[config.mk]
export PLATFORM = sky130hd
export DESIGN_NAME = seg_scan_mux_flat
export DESIGN_NICKNAME = d
export VERILOG_FILES = /design/src/rtl/seg_scan_mux_if.sv /design/src/rtl/seg_scan_mux.sv /design/src/flat_wrapper.sv
export SDC_FILE = /design/constraint.sdc
export NUM_CORES = 1
export LEC_CHECK = 0
export ABC_AREA = 1
export CAP_MARGIN = 0
export CORE_UTILIZATION = 48
export DETAILED_ROUTE_END_ITERATION = 16
export GPL_ROUTABILITY_DRIVEN = 0
export PLACE_DENSITY_LB_ADDON = 0.25
export SLEW_MARGIN = 40
export SYNTH_ARGS = -nofsm -noshare
export SYNTH_HDL_FRONTEND = slang
export SYNTH_SLANG_ARGS = --single-unit
export TNS_END_PERCENT = 10
[constraint.sdc]
create_clock -name i_clk -period 2.78 [get_ports i_clk]
set_input_delay 0.278 -clock i_clk [delete_from_list [all_inputs] [get_ports i_clk]]
set_output_delay 0.278 -clock i_clk [all_outputs]
set_load 0.02 [all_outputs]
[src/rtl/seg_scan_mux_if.sv]
// Bundle between the display-formatting logic (master) and the 7-segment scanner (slave).
// The master supplies the scan timing and the digit patterns. The slave returns the segment bus, the digit select and the frame tick.
interface seg_scan_mux_if #(
    parameter int NDIG = 4,
    parameter int BW   = 8,
    parameter int FBW  = 6
);
    logic [BW-1:0]     timeout;
    logic [BW-1:0]     guard;
    logic [FBW-1:0]    blink_frames;
    logic [8*NDIG-1:0] digits;
    logic [NDIG-1:0]   blank;
    logic [NDIG-1:0]   blink_en;
    logic [7:0]        digit;
    logic [NDIG-1:0]   digit_sel;
    logic              frame_tick;

    modport master (
        output timeout, guard, blink_frames, digits, blank, blink_en,
        input  digit, digit_sel, frame_tick
    );

    modport slave (
        input  timeout, guard, blink_frames, digits, blank, blink_en,
        output digit, digit_sel, frame_tick
    );
endinterface

[src/rtl/seg_scan_mux.sv]
// Multiplexed 7-segment scan driver. It shows NDIG digits on one shared segment bus.
// It adds a guard band against ghosting, per-digit blank and blink, and a frame tick.
module seg_scan_mux #(
    parameter int NDIG           = 4,
    parameter int BW             = 8,
    parameter int FBW            = 6,
    parameter bit SEG_ACTIVE_LOW = 1'b1
) (
    input  logic                i_clk,
    input  logic                i_rst,
    seg_scan_mux_if.slave       bus
);
    localparam int         IW      = $clog2(NDIG);
    localparam logic [7:0] ALL_OFF = SEG_ACTIVE_LOW ? 8'hFF : 8'h00;

    logic [BW-1:0]   r_cnt;
    logic [IW-1:0]   r_idx;
    logic [FBW-1:0]  r_fcnt;
    logic            r_phase;
    logic [7:0]      r_digit;
    logic [NDIG-1:0] r_digit_sel;
    logic            r_frame_tick;

    logic [BW-1:0]   w_cnt_next;
    logic [IW-1:0]   w_idx_next;
    logic [FBW-1:0]  w_fcnt_next;
    logic            w_phase_next;
    logic [7:0]      w_digit_next;
    logic [NDIG-1:0] w_digit_sel_next;

    logic            w_slot_end;
    logic            w_frame_wrap;
    logic            w_win;
    logic            w_sup;
    logic [BW:0]     w_cnt_ext;
    logic [BW:0]     w_guard_ext;
    logic [BW:0]     w_timeout_ext;
    logic [BW:0]     w_tail;
    logic [FBW:0]    w_fcnt_inc;
    logic [7:0]      w_pat [NDIG];
    logic [NDIG-1:0] w_onehot;
    logic [NDIG-1:0] w_sup_vec;
    logic [7:0]      w_pat_sel;

    // Unpack the digit patterns. Decode the scan index once, as a one-hot vector.
    // The mux, the suppression and the select output all reuse that one decode.
    generate
        for (genvar gi = 0; gi < NDIG; gi++) begin : g_digit
            assign w_pat[gi]     = bus.digits[8*gi +: 8];
            assign w_onehot[gi]  = (r_idx == IW'(gi));
            assign w_sup_vec[gi] = bus.blank[gi] | (bus.blink_en[gi] & r_phase);
        end
    endgenerate

    always_comb begin
        w_pat_sel = 8'h00;
        for (int i = 0; i < NDIG; i++) begin
            if (w_onehot[i]) begin
                w_pat_sel = w_pat_sel | w_pat[i];
            end
        end
    end

    assign w_sup = |(w_onehot & w_sup_vec);

    // Compute the window with one extra bit. cnt+GUARD then cannot wrap past TIMEOUT.
    assign w_cnt_ext     = {1'b0, r_cnt};
    assign w_guard_ext   = {1'b0, bus.guard};
    assign w_timeout_ext = {1'b0, bus.timeout};
    assign w_tail        = w_cnt_ext + w_guard_ext;
    assign w_win         = (w_cnt_ext >= w_guard_ext) && (w_tail <= w_timeout_ext);

    // Use >= rather than == so that a TIMEOUT lowered below cnt ends the slot at once.
    assign w_slot_end   = (r_cnt >= bus.timeout);
    assign w_frame_wrap = w_slot_end && (r_idx == IW'(NDIG - 1));
    assign w_fcnt_inc   = {1'b0, r_fcnt} + {{FBW{1'b0}}, 1'b1};

    always_comb begin
        w_cnt_next = w_slot_end ? '0 : r_cnt + 1'b1;
        w_idx_next = r_idx;
        if (w_slot_end) begin
            w_idx_next = (r_idx == IW'(NDIG - 1)) ? '0 : r_idx + 1'b1;
        end
    end

    always_comb begin
        w_fcnt_next  = r_fcnt;
        w_phase_next = r_phase;
        if (w_frame_wrap) begin
            if (bus.blink_frames == '0) begin
                w_fcnt_next  = '0;
                w_phase_next = 1'b0;
            end else if (w_fcnt_inc >= {1'b0, bus.blink_frames}) begin
                w_fcnt_next  = '0;
                w_phase_next = ~r_phase;
            end else begin
                w_fcnt_next  = w_fcnt_inc[FBW-1:0];
            end
        end
    end

    always_comb begin
        w_digit_next     = w_sup ? ALL_OFF : w_pat_sel;
        w_digit_sel_next = (w_win && !w_sup) ? w_onehot : '0;
    end

    always_ff @(posedge i_clk) begin
        if (i_rst) begin
            r_cnt        <= '0;
            r_idx        <= '0;
            r_fcnt       <= '0;
            r_phase      <= 1'b0;
            r_digit      <= ALL_OFF;
            r_digit_sel  <= '0;
            r_frame_tick <= 1'b0;
        end else begin
            r_cnt        <= w_cnt_next;
            r_idx        <= w_idx_next;
            r_fcnt       <= w_fcnt_next;
            r_phase      <= w_phase_next;
            r_digit      <= w_digit_next;
            r_digit_sel  <= w_digit_sel_next;
            r_frame_tick <= w_frame_wrap;
        end
    end

    assign bus.digit      = r_digit;
    assign bus.digit_sel  = r_digit_sel;
    assign bus.frame_tick = r_frame_tick;
endmodule

[src/flat_wrapper.sv]
// flat-port wrapper written by rule: the top's interface ports become plain ports
module seg_scan_mux_flat 
#(
    parameter int NDIG           = 4,
    parameter int BW             = 8,
    parameter int FBW            = 6,
    parameter bit SEG_ACTIVE_LOW = 1'b1
)
  (i_clk, i_rst, bus_timeout, bus_guard, bus_blink_frames, bus_digits, bus_blank, bus_blink_en, bus_digit, bus_digit_sel, bus_frame_tick);
  seg_scan_mux_if #(.NDIG(NDIG), .BW(BW), .FBW(FBW)) bus_i ();
  input  logic i_clk;
  input  logic i_rst;
  input wire logic [$bits(bus_i.timeout)-1:0] bus_timeout;
  input wire logic [$bits(bus_i.guard)-1:0] bus_guard;
  input wire logic [$bits(bus_i.blink_frames)-1:0] bus_blink_frames;
  input wire logic [$bits(bus_i.digits)-1:0] bus_digits;
  input wire logic [$bits(bus_i.blank)-1:0] bus_blank;
  input wire logic [$bits(bus_i.blink_en)-1:0] bus_blink_en;
  output wire logic [$bits(bus_i.digit)-1:0] bus_digit;
  output wire logic [$bits(bus_i.digit_sel)-1:0] bus_digit_sel;
  output wire logic [$bits(bus_i.frame_tick)-1:0] bus_frame_tick;
  assign bus_i.timeout = bus_timeout;
  assign bus_i.guard = bus_guard;
  assign bus_i.blink_frames = bus_blink_frames;
  assign bus_i.digits = bus_digits;
  assign bus_i.blank = bus_blank;
  assign bus_i.blink_en = bus_blink_en;
  assign bus_digit = bus_i.digit;
  assign bus_digit_sel = bus_i.digit_sel;
  assign bus_frame_tick = bus_i.frame_tick;
  seg_scan_mux #(.NDIG(NDIG), .BW(BW), .FBW(FBW), .SEG_ACTIVE_LOW(SEG_ACTIVE_LOW)) u_core (.i_clk(i_clk), .i_rst(i_rst), .bus(bus_i));
endmodule
==> metrics.md <==
| Metric | Value |
|---|---|
| Standard cell with the maximum stage delay on the critical path | clkdlybuf4s50_1 |
| # placed instances | 498 |
| Post-CTS Repair Setup Buffers | 0 |
| Top cell type's share of synthesized area | 23.8% |
| Number of antenna violations at the first check in global routing | 0 |
| Maximum Capacitance Violations | 0 |
| Maximum number of pins on one net before global-route repair | 13 |
| Top cells by instance count after synthesis | 74 x nand2_1, 63 x inv_1, 44 x ha_1 |
| Total CTS buffers | 5 |
| Final setup violation count | 0 |
| Highest Clock Rate | 390 MHz |
| Static leakage | 1.81 nW |
| Die Y | 74.5 µm |
| Clock tree from TritonCTS | yes |
| Row cnt | 26 |
| Post-route fraction of the period consumed by the critical path | 92.2% |
| Library cell used as clock root buffer | clkbuf_8 |
| Post-detailed-route count of antenna-violating nets | 0 |
| Relative area change from synthesis to final layout | 38.5% |
| Worst-Margin Slew | 0.541 ns |
| Width of the chip | 74.5 µm |
| Req. time, crit path | 2.96 ns |
| EDFF count, synth | 0 |
| Starting utilization of the core area | 49.7% |
| Crit path kind | in -> reg |
| Unrepaired setup endpoints after global routing | false |
| Startpoint Class | input pin |
| Register area share after synthesis | 23.8% |
| Post-layout net count | 544 |
| Number of top-level pins | 77 |
| 1st-iter DRT viols | 83 |
| Max-slew headroom at the worst pin | 63.9% |
| Clock input transition at the sequential cells of the worst setup and hold paths | 0.06 ns |
| # port buffers | 76 |
| Synthesized netlist net count | 460 |
| Top cell by count, worst path | nand2_1 |
| Number of pins with negative max-slew slack in the final report | 0 |
| GRT overflow | 0 |
| Die area | 5540 µm² |
| Yosys warning count | 0 |
| Count of unique library cells instantiated by Yosys | 34 |
| Worst ir drop on vdd | 0.300 mV |
| Critical path's largest stage delay | 0.49 ns |
| DR pass1 iterations | 5 |
| Post-synth ARST share | 0% |
| Longest Clk Path Bufs | 2 |
| Post-synthesis instance area | 2520 µm² |
| Nature of the critical path endpoint | register |
| Detail-routed net length per standard cell | 11.5 µm |
| CTS Hold Buffers Added | 0 |
| Finished Layout Cells | 506 |
| Final Hold Fails | 0 |
| Ordered list of cells on the worst path | clkdlybuf4s50_1 > ha_2 > inv_1 > fa_2 > nor2_1 > o21ai_1 > nand2_1 > xor2_1 > ha_1 > nand2_1 > nor2_1 > nand2_1 > nand3_1 > nand2_1 > nand2_1 > nand2_1 > nand2_1 > nand2_1 > nand2_2 > nor2_1 |
| Mean Syn Cell Area | 7.18 µm² |
| Wire length of the first global-routing pass | 9680 µm |
| Top post-synthesis cells by area | dfxtp_1 24%, ha_1 22%, nand2_1 11% |
| Cells resized by post-CTS repair | 0 |
| Worst EP arrival | 2.74 ns |
| Detailed placement HPWL | 4890 µm |
| Synthesized flop and latch total | 30 |
| Status | finished, final reports clean |
| Avg Vias per Cell | 4.90 |
| Highest net fanout along the worst path | 4 |
| Via count of the first global-routing pass | 2,355 |
| Number of cells produced by synthesis | 351 |
| Final routed wirelength across all metal layers | 5840 µm |
| Commonest register cell after synthesis | dfxtp_1 |
| Antenna Cells | 0 |
| Power density cells | 320 nW/µm² |
| Clock latency on the worst-skew pair | 0.28 ns |
| Overall routing resource usage | 22.7% |
| Sinks on Clock Net | 30 |
| Share of final-layout standard cells stronger than drive strength 1 | 8.49% |
| Worst hold slack | 0.456 ns |
| Min-delay worst type | reg -> reg |
| Fin crit period | 2.56 ns |
| Total Neg Setup Slack | 0 ns |
| Leading cell type by number of instances after synthesis | nand2_1 |
| Total number of vias | 2,477 |
| Post-synthesis cell type with the largest combined area | dfxtp_1 |
| Remaining routing DRC violations | 0 |
| Core area | 5070 µm² |
| CTS H-tree lvls | 2 |
| Setup skew after layout | 0.00488 ns |
[path summary, 6_finish.rpt]
| path | start | endpoint | slack (ns) | cells after the start |
|---|---|---|---|---|
| max reg2reg | u_core.r_cnt[0] | u_core.bus.digit_sel[0] | 0.33 | 19 |
| min | u_core.r_cnt[0] | u_core.r_cnt[0] | 0.46 | 1 |
| max | bus_guard[0] | u_core.bus.digit_sel[0] | 0.22 | 20 |
| min reg2reg | u_core.r_cnt[0] | u_core.r_cnt[0] | 0.46 | 1 |
[registers in the layout, summed over array words and instances, names as in the netlist]
signal and flops:
u_core.r_fcnt 6, u_core.bus.frame_tick 1, u_core.bus.digit_sel 4, u_core.bus.digit 8, u_core.r_phase 1, u_core.r_idx 2
u_core.r_cnt 8
[cells in the final DEF (no fill, tap or decap), drive strengths merged]
cell type and count:
inv 68, clkdlybuf4s50 76, clkbuf 7, nand3 15
o21a 1, nand2 78, dfxtp 30, a22o 8
xnor2 1, o21ai 12, clkinv 2, buf 5
ha 44, a31oi 1, nor3 4, nor2 36
nor3b 2, o21bai 1, a21o 1, a221oi 9
a21oi 14, nand3b 2, fa 1, xor2 11
nand4 7
[worst max-delay path: cells and delay by family]
kind	cells	cell delay [ns]
buffers and inverters	2	0.54
AO/OA/AOI/OAI	1	0.06
adder cells (fa/ha/maj)	3	0.83
XOR/XNOR	1	0.09
AND/OR/NAND/NOR	13	0.94
[layout make-up]
| cell class | count | area, µm² |
|---|---|---|
| multi-input cells | 248 | 1650 |
| fillers | 464 | 1580 |
| repair buffers | 81 | 798 |
| flip-flops and latches | 30 | 602 |
| inverters | 69 | 259 |
| well taps | 70 | 87.6 |
| clock buffers | 7 | 86.3 |
| clock inverters | 1 | 5.00 |
[metal layers]
metal  vias to the layer above  routed length (µm)  global-route usage [%]
met5                         -                   0                       0
met4                         0                 115                    8.81
met3                        12                 233                    4.61
met2                        49                3050                    41.8
met1                      1110                2440                    25.3
li1                       1306                   -                       -
[power by group]
group / switching, mW / leakage [nW] / internal [mW]
Sequential: 0.00917 / 0.244 / 0.441
Clock: 0.163 / 0.0482 / 0.199
Combinational: 0.137 / 1.51 / 0.168
[metrics by stage]
stage / cell area [µm²] / total power, mW / setup WS, ns / utilization (%)
2_1_floorplan: 2520 / 0.610 / 0.467 / -
3_3_place_gp: 3390 / 0.751 / 0.00487 / 66.8
3_5_place_dp: 3390 / 0.763 / -0.114 / 66.8
4_1_cts: 3480 / 1.13 / 0.179 / 68.6
5_1_grt: 3490 / 1.19 / 0.0360 / 68.8
6_report: 3490 / 1.12 / 0.217 / 68.8
[kinds of logic after synthesis]
| kind of cell | synth area share, % |
|---|---|
| adders and majority gates | 22.6 |
| xor gates and xnor gates | 4.17 |
| buffers and inverters | 10.9 |
| and+or+nand+nor | 25.5 |
| AOI/OAI and AO/OA | 13.0 |
| DFF | 23.8 |
No activity file was read; power rests on OpenSTA's default activity.
